## config.mk

```make
export PLATFORM = sky130hd
export DESIGN_NAME = pipe_mem_arbiter
export DESIGN_NICKNAME = d
export VERILOG_FILES = /design/src/rtl/pipe_mem_arbiter.sv
export SDC_FILE = /design/constraint.sdc
export NUM_CORES = 1
export LEC_CHECK = 0
export ABC_AREA = 1
export CELL_PAD_IN_SITES_DETAIL_PLACEMENT = 1
export CELL_PAD_IN_SITES_GLOBAL_PLACEMENT = 1
export CORE_ASPECT_RATIO = 0.5
export CORE_MARGIN = 5
export CORE_UTILIZATION = 28
export CTS_BUF_LIST = sky130_fd_sc_hd__clkbuf_2 sky130_fd_sc_hd__clkbuf_4 sky130_fd_sc_hd__clkbuf_8
export DETAILED_ROUTE_END_ITERATION = 10
export PLACE_DENSITY = 0.83
export SYNTH_ARGS = -nofsm -noshare
export SYNTH_HDL_FRONTEND = slang
export SYNTH_SLANG_ARGS = --single-unit
```

## constraint.sdc

```tcl
create_clock -name clock -period 1.59 [get_ports clock]
set_clock_uncertainty 0.05 [all_clocks]
set_input_delay 0.159 -clock clock [delete_from_list [all_inputs] [get_ports clock]]
set_output_delay 0.159 -clock clock [all_outputs]
set_load 0.005 [all_outputs]
```

## src/rtl/pipe_mem_arbiter.sv

```systemverilog
// Arbitrates one single-ported memory between IF fetch and MEM lw/sw (data first); optional FETCH_BUF_EN fetch buffer.
// Latency: LAT+2 cycles from request to ready pulse (IDLE, LAT access cycles, DONE); buffer hits complete in the request cycle.
// Backpressure: requests are held until ready; stall freezes the pipeline while any request is unserved.
module pipe_mem_arbiter #(
  parameter int LAT = 2,
  parameter int AW  = 32,
  parameter int DW  = 32
) (
  input  logic          clock,
  input  logic          reset,
  input  logic          if_req,
  input  logic [AW-1:0] if_addr,
  output logic [DW-1:0] if_rdata,
  output logic          if_ready,
  input  logic          d_req,
  input  logic          d_we,
  input  logic [AW-1:0] d_addr,
  input  logic [DW-1:0] d_wdata,
  output logic [DW-1:0] d_rdata,
  output logic          d_ready,
  output logic          mem_en,
  output logic          mem_we,
  output logic [AW-1:0] mem_addr,
  output logic [DW-1:0] mem_wdata,
  input  logic [DW-1:0] mem_rdata,
  output logic          stall
);

  localparam int CW = $clog2(LAT) + 1;

  typedef enum logic [2:0] {
    IDLE   = 3'd0,
    D_ACC  = 3'd1,
    I_ACC  = 3'd2,
    D_DONE = 3'd3,
    I_DONE = 3'd4
  } state_t;

  state_t        state_q, state_d;
  logic [CW-1:0] cnt_q;
  logic [AW-1:0] addr_q;
  logic          we_q;
  logic [DW-1:0] wdata_q;
  logic [DW-1:0] if_rdata_q;
  logic [DW-1:0] d_rdata_q;
  logic          buf_hit;
  logic          acc_last;

  assign acc_last = (cnt_q == '0);

`ifdef FETCH_BUF_EN
  logic          buf_valid;
  logic [AW-1:0] buf_addr;
  logic [DW-1:0] buf_data;

  // A hit is served combinationally and never touches the memory; data requests still win.
  assign buf_hit = ~reset && (state_q == IDLE) && !d_req && if_req &&
                   buf_valid && (if_addr == buf_addr);

  always_ff @(posedge clock) begin
    if (reset) begin
      buf_valid <= 1'b0;
      buf_addr  <= '0;
      buf_data  <= '0;
    end else if (state_q == I_ACC && acc_last) begin
      buf_valid <= 1'b1;
      buf_addr  <= addr_q;
      buf_data  <= mem_rdata;
    end else if (state_q == IDLE && d_req && d_we && d_addr == buf_addr) begin
      buf_valid <= 1'b0;
    end
  end

  assign if_rdata = buf_hit ? buf_data : if_rdata_q;
`else
  assign buf_hit  = 1'b0;
  assign if_rdata = if_rdata_q;
`endif

  assign d_rdata = d_rdata_q;
  assign stall   = (if_req & ~if_ready) | (d_req & ~d_ready);

  always_comb begin
    state_d   = state_q;
    mem_en    = 1'b0;
    mem_we    = 1'b0;
    mem_addr  = '0;
    mem_wdata = '0;
    if_ready  = buf_hit;
    d_ready   = 1'b0;
    case (state_q)
      IDLE: begin
        if (d_req)                  state_d = D_ACC;
        else if (if_req && !buf_hit) state_d = I_ACC;
      end
      D_ACC: begin
        mem_en    = 1'b1;
        mem_we    = we_q;
        mem_addr  = addr_q;
        mem_wdata = wdata_q;
        if (acc_last) state_d = D_DONE;
      end
      I_ACC: begin
        mem_en    = 1'b1;
        mem_addr  = addr_q;
        mem_wdata = wdata_q;
        if (acc_last) state_d = I_DONE;
      end
      // No access starts here so the next request line belongs to the next instruction.
      D_DONE: begin
        d_ready = 1'b1;
        state_d = IDLE;
      end
      I_DONE: begin
        if_ready = 1'b1;
        state_d  = IDLE;
      end
      default: state_d = IDLE;
    endcase
  end

  always_ff @(posedge clock) begin
    if (reset) begin
      state_q    <= IDLE;
      cnt_q      <= '0;
      addr_q     <= '0;
      we_q       <= 1'b0;
      wdata_q    <= '0;
      if_rdata_q <= '0;
      d_rdata_q  <= '0;
    end else begin
      state_q <= state_d;
      case (state_q)
        IDLE: begin
          if (d_req) begin
            addr_q  <= d_addr;
            we_q    <= d_we;
            wdata_q <= d_wdata;
            cnt_q   <= CW'(LAT - 1);
          end else if (if_req && !buf_hit) begin
            addr_q <= if_addr;
            we_q   <= 1'b0;
            cnt_q  <= CW'(LAT - 1);
          end
        end
        D_ACC: begin
          if (acc_last) begin
            if (!we_q) d_rdata_q <= mem_rdata;
          end else begin
            cnt_q <= cnt_q - 1'b1;
          end
        end
        I_ACC: begin
          if (acc_last) if_rdata_q <= mem_rdata;
          else          cnt_q      <= cnt_q - 1'b1;
        end
        default: ;
      endcase
    end
  end

endmodule

```

# ---- After elaboration in Yosys (flattened, before gate mapping)
# Index checks and enable logic that the tools add are counted.
# W data, S select, Z words.
dict set report word_totals {
  memories 0
  ram_bits 0
  register_bits 134
  output_inout_bits 133
  inputBits 133
  mem_bits_ro 0
  latchBits 0
  elab_cells 52
}
dict set report op_classes {
  shifts 0
  magnitude_cmp 0
  bitwise_logic 6
  multipliers 0
  muxes 19
  reduce_logical 11
  div_mod_pow 0
  n_addsub 1
  eq_ne 8
}
# operator n
set ops {}
lappend ops {{$mux W32} 4}
lappend ops {{$mux W3} 4}
lappend ops {{$pmux W3 S3} 1}
lappend ops {{$reduce_and A3 Y1} 3}
lappend ops {{$eq A3 B2 Y1 const B} 2}
lappend ops {{$mux W1} 6}
lappend ops {{$mux W2} 3}
lappend ops {{$ne A2 B2 Y1 const B} 3}
lappend ops {{$reduce_and A2 Y1} 3}
lappend ops {{$pmux W2 S2} 1}
lappend ops {{$reduce_bool A2 Y1} 2}
lappend ops {{$eq A3 B1 Y1 const B} 1}
lappend ops {{$eq A3 B3 Y1 const B} 1}
lappend ops {{$logic_not A3 Y1} 1}
lappend ops {{$ne A3 B3 Y1 const B} 1}
lappend ops {{$not A1 Y1} 3}
lappend ops {{$and A1 B1 Y1} 2}
lappend ops {{$logic_not A2 Y1} 1}
lappend ops {{$reduce_or A2 Y1} 1}
lappend ops {{$sub A2 B1 Y2 const B} 1}
lappend ops {{$or A1 B1 Y1} 1}

# ---- Depth between registers and ports, before layout
# Gate-level depths: netlist of run 1.
dict set report logic_depth {
  word_depth 5
  depth_mapped 10
  depth_no_buf 8
}

# ---- Worst setup path before layout of run 1
# No wires, ideal clock.
dict set report synth_timing {
  path_type {register -> register}
  start {register cnt_q[0]}
  end {register d_rdata_q[10] (netlist: d_rdata[10])}
  path_stages_with_launch 9
  period_less_slack_ns 1.368
  setup_time_ns 0.116
  n_path_buf 1
  slack_ns 0.222
  t_required_ns 1.424
  arrival_ns 1.202
  path_cell_list {dfxtp_1 inv_1 ha_1 inv_1 nor3_4 inv_1 buf_6 nor2_1 nor2_1}
}
dict set report synth_between {
  elab_chain_cells 2
}
# element line_no
set synth_rtl {}
lappend synth_rtl {{start, declared} 40} ;# logic [CW-1:0] cnt_q;
lappend synth_rtl {{start signal, assigned} 139} ;# cnt_q <= CW'(LAT - 1);
lappend synth_rtl {{start signal, assigned} 143} ;# cnt_q <= CW'(LAT - 1);
lappend synth_rtl {{start signal, assigned} 150} ;# cnt_q <= cnt_q - 1'b1;
lappend synth_rtl {{$logic_not A2 Y1} 49} ;# assign acc_last = (cnt_q == '0);
lappend synth_rtl {{$reduce_and A3 Y1 (no source line)} n/a}
lappend synth_rtl {{end signal, assigned} 148} ;# if (!we_q) d_rdata_q <= mem_rdata;
lappend synth_rtl {{end, declared} 45} ;# logic [DW-1:0] d_rdata_q;
# No other way between the ends.
# A chain may end at the register's enable or synchronous reset.

# ---- Worst setup path in the final report of run 1
dict set report layout_timing {
  start {register state_q[2]}
  end {output port mem_addr[15]}
}
dict set report layout_between {
  elab_chain_cells 3
  word_cells_on_any_way 4
  cone_classes {eq/ne (2); mux (1); reduce/logical (1)}
}
# element line_no
set layout_rtl {}
lappend layout_rtl {{start, declared} 39} ;# state_t state_q, state_d;
lappend layout_rtl {{start signal, assigned} 132} ;# state_q <= state_d;
lappend layout_rtl {{$eq A3 B2 Y1 / $eq A3 B1 Y1 (equally long branches)} 91} ;# case (state_q)
lappend layout_rtl {{$reduce_or A2 Y1 (no source line) (*)} n/a}
lappend layout_rtl {{$mux W32 (*)} 91}
lappend layout_rtl {{end, declared} 23} ;# output logic [AW-1:0] mem_addr,
# Mark *: on every way between the ends. The rest lies on a longest branch, timed or not.

==> results.py, run 1 <==
metrics = {
    "timing": {
        "period_needed_ns": 1.903,
        "worst_slack_ns": -0.3127,
        "hold_viol": 0,
        "setup_viol": 70,
        "post-route-period-util": 1.197,
        "max_freq_mhz": 525.6,
        "fin_tns_setup_ns": -13.65,
        "slew_headroom": 0.7902,
        "hold_ws_ns": 0.2693,
        "tightest_slew_ns": 0.3147,
        "rsz0062_at_grt": "true",
        "slew_violations": 0,
    },
    "power": {
        "power.density_nw_per_um2": 1612,
        "p_leak_nw": 4.026,
        "ir_drop_uv": 675.4,
        "power_w": 0.01513,
    },
    "grt": {
        "grt_pass1_wl_mm": 34.55,
        "antenna_found_initial": 0,
        "grt_pass1_vias": 6510,
        "grt_max_degree": 66,
        "grt-ovfl-total": 0,
        "track_usage": 0.1901,
    },
    "yosys": {
        "synth_area_leaders": "dfxtp_1, o21ai_0, nor2_1, a21oi_1, nand2_1",
        "synth-xor-area-share": 0,
        "yosys.cell_count.top_type": "nor2_1",
        "synthArstFlopShare": 0,
        "synth-simple-area-share": 0.1785,
        "syn_nets": 916,
        "yosysSeqAreaShare": 0.4856,
        "synth.distinct_cells": 20,
        "synth_commonest_cells": "nor2_1, dfxtp_1, o21ai_0",
        "synth_adder_area_share": 0.002265,
        "synth_warnings": 0,
        "synthFlopType": "dfxtp_1",
        "netlist_area_sq_um": 5524,
        "synth_area_per_cell_sq_um": 7.064,
        "synth_mux_area_frac": 0,
        "synth_compound_area_frac": 0.2095,
        "yosys.area.top_type_share": 0.4856,
        "synthCells": 782,
        "synth_top_cell_by_area": "dfxtp_1",
        "synth_top_family_by_area": "compound AO/OA/AOI/OAI gates",
        "synth_edf_count": 0,
        "synth_seq_cells": 134,
    },
    "final_layout": {
        "finalNonFillerCells": 1342,
        "drive_gt1_frac": 0.2223,
        "layout.nets": 1197,
        "syn2layout_area_growth_pct": 69.97,
        "fillers": 2349,
        "fin_area_sq_um": 9389,
    },
    "route": {
        "routed_wl_mm": 24.51,
        "ant_nets": 0,
        "wire_per_inst_um": 18.26,
        "drt_iter0_drc": 266,
        "drc_errors": 0,
        "firstDrtPassIters": 4,
        "num_vias": 6248,
        "viasPerCell": 4.656,
    },
    "min_path": {
        "hold_class": "in -> reg",
        "holdPathEnd": "we_q$_SDFFE_PP0P_",
        "min_from": "d_we",
        "min_path_cells": 3,
    },
    "setup_path": {
        "ff2ff_path_depth": 6,
        "required_ns": 1.38,
        "slowest_stage": "dfxtp_4",
        "path_cells": "nor2_4 > nand2_2 > nand2_4 > inv_8 > buf_12 > nor2_2 > clkdlybuf4s15_2",
        "critPathMaxFanout": 14,
        "r2r-start": "state_q[2]$_SDFFE_PP0P_",
        "r2r_setup_slack_ns": -0.04,
        "critPathMaxStageDelay_ns": 0.38,
        "crit_path_end_kind": "primary output",
        "worstSetupPathType": "reg -> out",
        "cp.arrival_ns": 1.69,
        "reg2reg_to": "wdata_q[7]$_SDFFE_PP0P_",
        "cp-start-kind": "flip-flop",
    },
    "clock_tree": {
        "clkTransAtPathRegs_ns": 0.09,
        "cts.path.max_buffers": 2,
        "clk_latency_ns": 0.44,
        "htreeDepth": 4,
        "cts_tree": "done",
        "cts-root-buf": "clkbuf_8",
        "cts-buffers-inserted": 17,
        "clock_sinks": 134,
    },
    "placed_design": {
        "hpwl_mm": 16.35,
        "place_area_sq_um": 8596,
        "io_buffers": 265,
        "gp_congestion": 0.7746,
        "placed_cells": 1291,
    },
    "floorplan": {
        "die_w_um": 208.6,
        "row_count": 36,
        "fp.dieArea_sq_um": 22810,
        "io_pins": 266,
        "start_util": 0.2845,
        "core-area_sq_um": 19410,
        "die_h_um": 109.3,
    },
    "run_status": {
        "outcome": "complete, but fails checks",
        "violations": "setup timing",
    },
    "run": {
        "drv_cap": 0,
    },
}
cells in the final DEF (no fill, tap or decap), types with 3 or more instances in the layout:
cell type / synthesis / routed
nand2_1: 109 / 105
dlymetal6s2s_1: 0 / 4
inv_1: 104 / 100
nand3_1: 5 / 3
buf_4: 6 / 22
a21oi_1: 100 / 98
inv_2: 3 / 6
dfxtp_1: 134 / 129
nand3_4: 0 / 3
o21ai_2: 0 / 3
nor3_4: 1 / 3
o21ai_1: 0 / 32
buf_2: 17 / 63
nor2_2: 0 / 53
clkbuf_8: 0 / 18
clkdlybuf4s15_2: 0 / 5
clkdlybuf4s50_1: 0 / 192
clkbuf_16: 0 / 7
clkinv_4: 0 / 3
o21ai_0: 130 / 94
nor2_4: 0 / 5
bufinv_16: 0 / 4
nor2_1: 136 / 78
buf_6: 4 / 10
buf_12: 0 / 11
dfxtp_4: 0 / 3
state kept, by name, indices dropped and copies added, names as in the netlist:
| register | count |
|---|---|
| addr_q | 32 |
| state_q | 3 |
| wdata_q | 32 |
| d_rdata | 32 |
| if_rdata | 32 |
| cnt_q | 2 |
| we_q | 1 |
timing repair:
item	CTS	global route
pin swaps	3	9
buffers inserted	7	6
gates cloned	2	10
gates resized for setup	346	78
hold buffers	0	0
endpoints found under the setup margin	70	170
routing by layer:
| metal | wire, um | vias to the layer above | part of all wire | GRT usage |
|---|---|---|---|---|
| met4 | 754 | 0 | 0.031 | 0.08841 |
| li1 | - | 3029 | - | - |
| met3 | 1020 | 42 | 0.042 | 0.04875 |
| met2 | 13130 | 156 | 0.54 | 0.3634 |
| met5 | 0 | - | 0 | 0 |
| met1 | 9600 | 3021 | 0.39 | 0.1998 |
power breakdown:
part           internal [W]  leakage (nW)  total [W]  switching [W]
clock               0.00179         0.216    0.00320        0.00141
sequential          0.00439          1.10    0.00482       0.000432
combinational       0.00334          2.71    0.00711        0.00377
total               0.00952          4.03     0.0151        0.00561
cell type report:
class | count | area, sq um | area share
Timing Repair Buffer | 316 | 3072 | 0.3272
Sequential cell | 134 | 2696 | 0.2872
Multi-Input combinational cell | 487 | 2439 | 0.2597
Inverter | 107 | 409.1 | 0.04358
Tap cell | 266 | 332.8 | 0.03545
Clock buffer | 20 | 262.8 | 0.02799
Clock inverter | 11 | 175.2 | 0.01866
Antenna cell | 1 | 2.502 | 0.0002665
worst max-delay path by stage:
stage                       startpoint                        to  cells after the start
2_1_floorplan    cnt_q[0]$_SDFFE_PP0P_  d_rdata[10]$_SDFFE_PP0P_                      8
3_3_place_gp   state_q[2]$_SDFFE_PP0P_              mem_wdata[1]                      7
3_5_place_dp   state_q[2]$_SDFFE_PP0P_              mem_addr[11]                      7
4_1_cts        state_q[0]$_SDFFE_PP0P_              mem_addr[29]                      7
5_1_grt        state_q[2]$_SDFFE_PP0P_              mem_addr[15]                      7
6_report       state_q[2]$_SDFFE_PP0P_              mem_addr[15]                      7
through the flow:
stage                     setup WS (ns)  utilization
after detailed placement        -0.1806       0.4428
after global routing            -0.4092       0.4835
after floorplan                  0.2219            -
final                           -0.3127       0.4836
after global placement          -0.1352       0.4428
after CTS                       -0.2918       0.4608
kinds of logic (layout without fill, tap and decap cells):
kind of cell             Yosys count  after routing
other                              0              1
flip-flops                       134            134
AND/OR/NAND/NOR                  254            255
buffers and inverters            162            454
adder cells (fa/ha/maj)            1              1
AO/OA/AOI/OAI                    231            231
worst max-delay path, delay by kind of cell (launching register included):
| family | cells | cell delay [ns] |
|---|---|---|
| flip-flops | 1 | 0.38 |
| AND/OR/NAND/NOR | 4 | 0.42 |
| buffers and inverters | 3 | 0.43 |
Power figures use the tool's default switching activity.
==> run 2, diff against run 1 <==
--- a/config.mk
+++ b/config.mk
@@ -14,6 +14,7 @@
 export CTS_BUF_LIST = sky130_fd_sc_hd__clkbuf_2 sky130_fd_sc_hd__clkbuf_4 sky130_fd_sc_hd__clkbuf_8
 export DETAILED_ROUTE_END_ITERATION = 10
 export PLACE_DENSITY = 0.83
+export SETUP_SLACK_MARGIN = 0.2
 export SYNTH_ARGS = -nofsm -noshare
 export SYNTH_HDL_FRONTEND = slang
 export SYNTH_SLANG_ARGS = --single-unit
==> constraint.sdc (replaced) <==
create_clock -name clock -period 2 [get_ports clock]
set_clock_uncertainty 0.05 [all_clocks]
set_input_delay 0.2 -clock clock [delete_from_list [all_inputs] [get_ports clock]]
set_output_delay 0.2 -clock clock [all_outputs]
set_load 0.005 [all_outputs]
==> run 2 against run 1 <==
The run now ends clean. Sequential share of layout area rose by 1.1 points. Die area did not move. First-iteration DRC count fell by 29%. Total power fell by 24%. Combinational power fell by 28%. Core utilization fell by 1.9 points. Design area fell by 3.8%. Wire length fell by 9.2%. Non-clock buffer count fell by 22. Critical endpoint is now mem_wdata[12]. Highest routed layer unchanged.
==> results.py, run 2 (same netlist as run 1, synthesis figures left out) <==
metrics = {
    "final_layout": {
        "mostFrequentLayoutCells": "clkdlybuf4s50_1, dfxtp_1, o21ai_0, nand2_1, inv_1",
        "final_common_cell": "clkdlybuf4s50_1",
        "finalNonFillerCells": 1320,
        "drive_gt1_frac": 0.1766,
        "syn2layout_area_growth_pct": 63.44,
        "layout.nets": 1174,
    },
    "setup_path": {
        "required_ns": 1.75,
        "critPathMaxFanout": 8,
        "worstSetupPathType": "reg -> out",
        "crit_path_end_kind": "primary output",
        "cp-start-kind": "flip-flop",
        "cp.arrival_ns": 1.68,
    },
    "route": {
        "wl_met1_mm": 8.614,
        "drt_iter0_drc": 189,
        "ant_nets": 0,
        "num_vias": 5948,
        "routed_wl_mm": 22.26,
        "viasPerCell": 4.506,
        "drc_errors": 0,
        "wl_met3_um": 869,
        "wl_met2_mm": 12.19,
        "wire_per_inst_um": 16.86,
        "firstDrtPassIters": 6,
        "routed.top_layer": "met4",
    },
    "placed_design": {
        "pre_cts_ws_ns": 0.03054,
        "placed_cells": 1276,
        "gp_congestion": 0.7953,
        "io_buffers": 265,
        "hpwl_mm": 15.91,
    },
    "timing": {
        "slew_headroom": 0.7550,
        "worst_slack_ns": 0.06835,
        "rsz0062_at_grt": "true",
        "max_freq_mhz": 517.7,
        "setup_viol": 0,
        "slew_violations": 0,
        "hold_viol": 0,
        "period_needed_ns": 1.932,
        "tightest_slew_ns": 0.3674,
        "post-route-period-util": 0.9658,
    },
    "power": {
        "internal-power_w": 0.007248,
        "power_w": 0.01147,
        "p_comb_frac": 0.446,
        "ir_drop_uv": 467.7,
        "p_seq_frac": 0.332,
        "power.density_nw_per_um2": 1271,
        "p_switching_w": 0.004227,
        "switching_share": 0.3684,
        "clockPowerShare": 0.223,
        "p_leak_nw": 3.785,
    },
    "min_path": {
        "hold_class": "in -> reg",
    },
    "grt": {
        "track_usage": 0.1823,
        "grt_pass1_vias": 6270,
        "grt_pass1_wl_mm": 33.24,
        "antenna_found_initial": 0,
        "grt-ovfl-total": 0,
        "grt_max_degree": 66,
    },
    "run_status": {
        "outcome": "finished clean",
    },
    "clock_tree": {
        "clkTransAtPathRegs_ns": 0.08,
        "cts-buffers-inserted": 17,
        "htreeDepth": 4,
        "cts.path.max_buffers": 2,
        "cts_tree": "done",
        "clock_sinks": 134,
        "hold_buffers": 0,
        "clk_latency_ns": 0.44,
        "cts-root-buf": "clkbuf_8",
    },
    "floorplan": {
        "io_pins": 266,
        "core-area_sq_um": 19410,
        "start_util": 0.2845,
        "die_w_um": 208.6,
        "die_h_um": 109.3,
        "fp.dieArea_sq_um": 22810,
        "row_count": 36,
    },
    "run": {
        "drv_cap": 0,
    },
}
## run 2: critical path, stage by stage (launching register included)
cell and delay [ns]:
dfxtp_4 0.38, nor2_4 0.12, nand2_2 0.08, nand2_4 0.11
inv_8 0.09, buf_16 0.15, nor2_2 0.09, clkdlybuf4s15_2 0.22
## run 2: final cells by class
| type | count | area, sq um |
|---|---|---|
| diodes | 1 | 2.502 |
| repair buffers | 294 | 2796 |
| well taps | 266 | 332.8 |
| flip-flops and latches | 134 | 2694 |
| fillers | 2382 | 10390 |
| multi-input cells | 486 | 2349 |
| clock inverters | 14 | 201.4 |
| inverters | 107 | 411.6 |
| clock buffers | 18 | 241.5 |
## run 2: power groups by stage
stage | combinational (W) | sequential [W] | clock [W]
floorplan | 0.00208 | 0.00383 | 0
global placement | 0.00422 | 0.00381 | 0
detailed placement | 0.00438 | 0.00385 | 0
CTS | 0.00469 | 0.00382 | 0.00263
global route | 0.00557 | 0.00390 | 0.00276
finish | 0.00511 | 0.00381 | 0.00255
## run 2: stage by stage
stage	TNS [ns]	area, sq um	util	hold slack, ns
after floorplan	0	5524	-	0.2191
after global placement	0	8446	0.4350	0.3794
after detailed placement	0	8446	0.4350	0.3886
after CTS	0	8915	0.4592	0.2599
after global routing	-0.01159	9026	0.4649	0.2702
final	0	9029	0.4651	0.3005
## run 2: path summary, 6_finish.rpt
kind,startpoint,end,slack (ns),cells past startpoint
min reg2reg,if_rdata[11]$_SDFFE_PP0P_,if_rdata[11]$_SDFFE_PP0P_,0.40,2
min,d_we,we_q$_SDFFE_PP0P_,0.30,3
max reg2reg,state_q[0]$_SDFFE_PP0P_,addr_q[3]$_SDFFE_PP0P_,0.34,6
max,state_q[2]$_SDFFE_PP0P_,mem_wdata[12],0.07,7
## run 2: metal layers
layer	track usage	up-vias
met4	0.06980	0
met3	0.04875	39
met2	0.3541	118
li1	-	2973
met5	0	-
met1	0.1918	2818
## run 2: repair_timing
action	CTS	global route
setup endpoints to repair	69	76
gates cloned	2	4
resized for setup	264	66
pin swaps	4	2
setup buffers	3	2
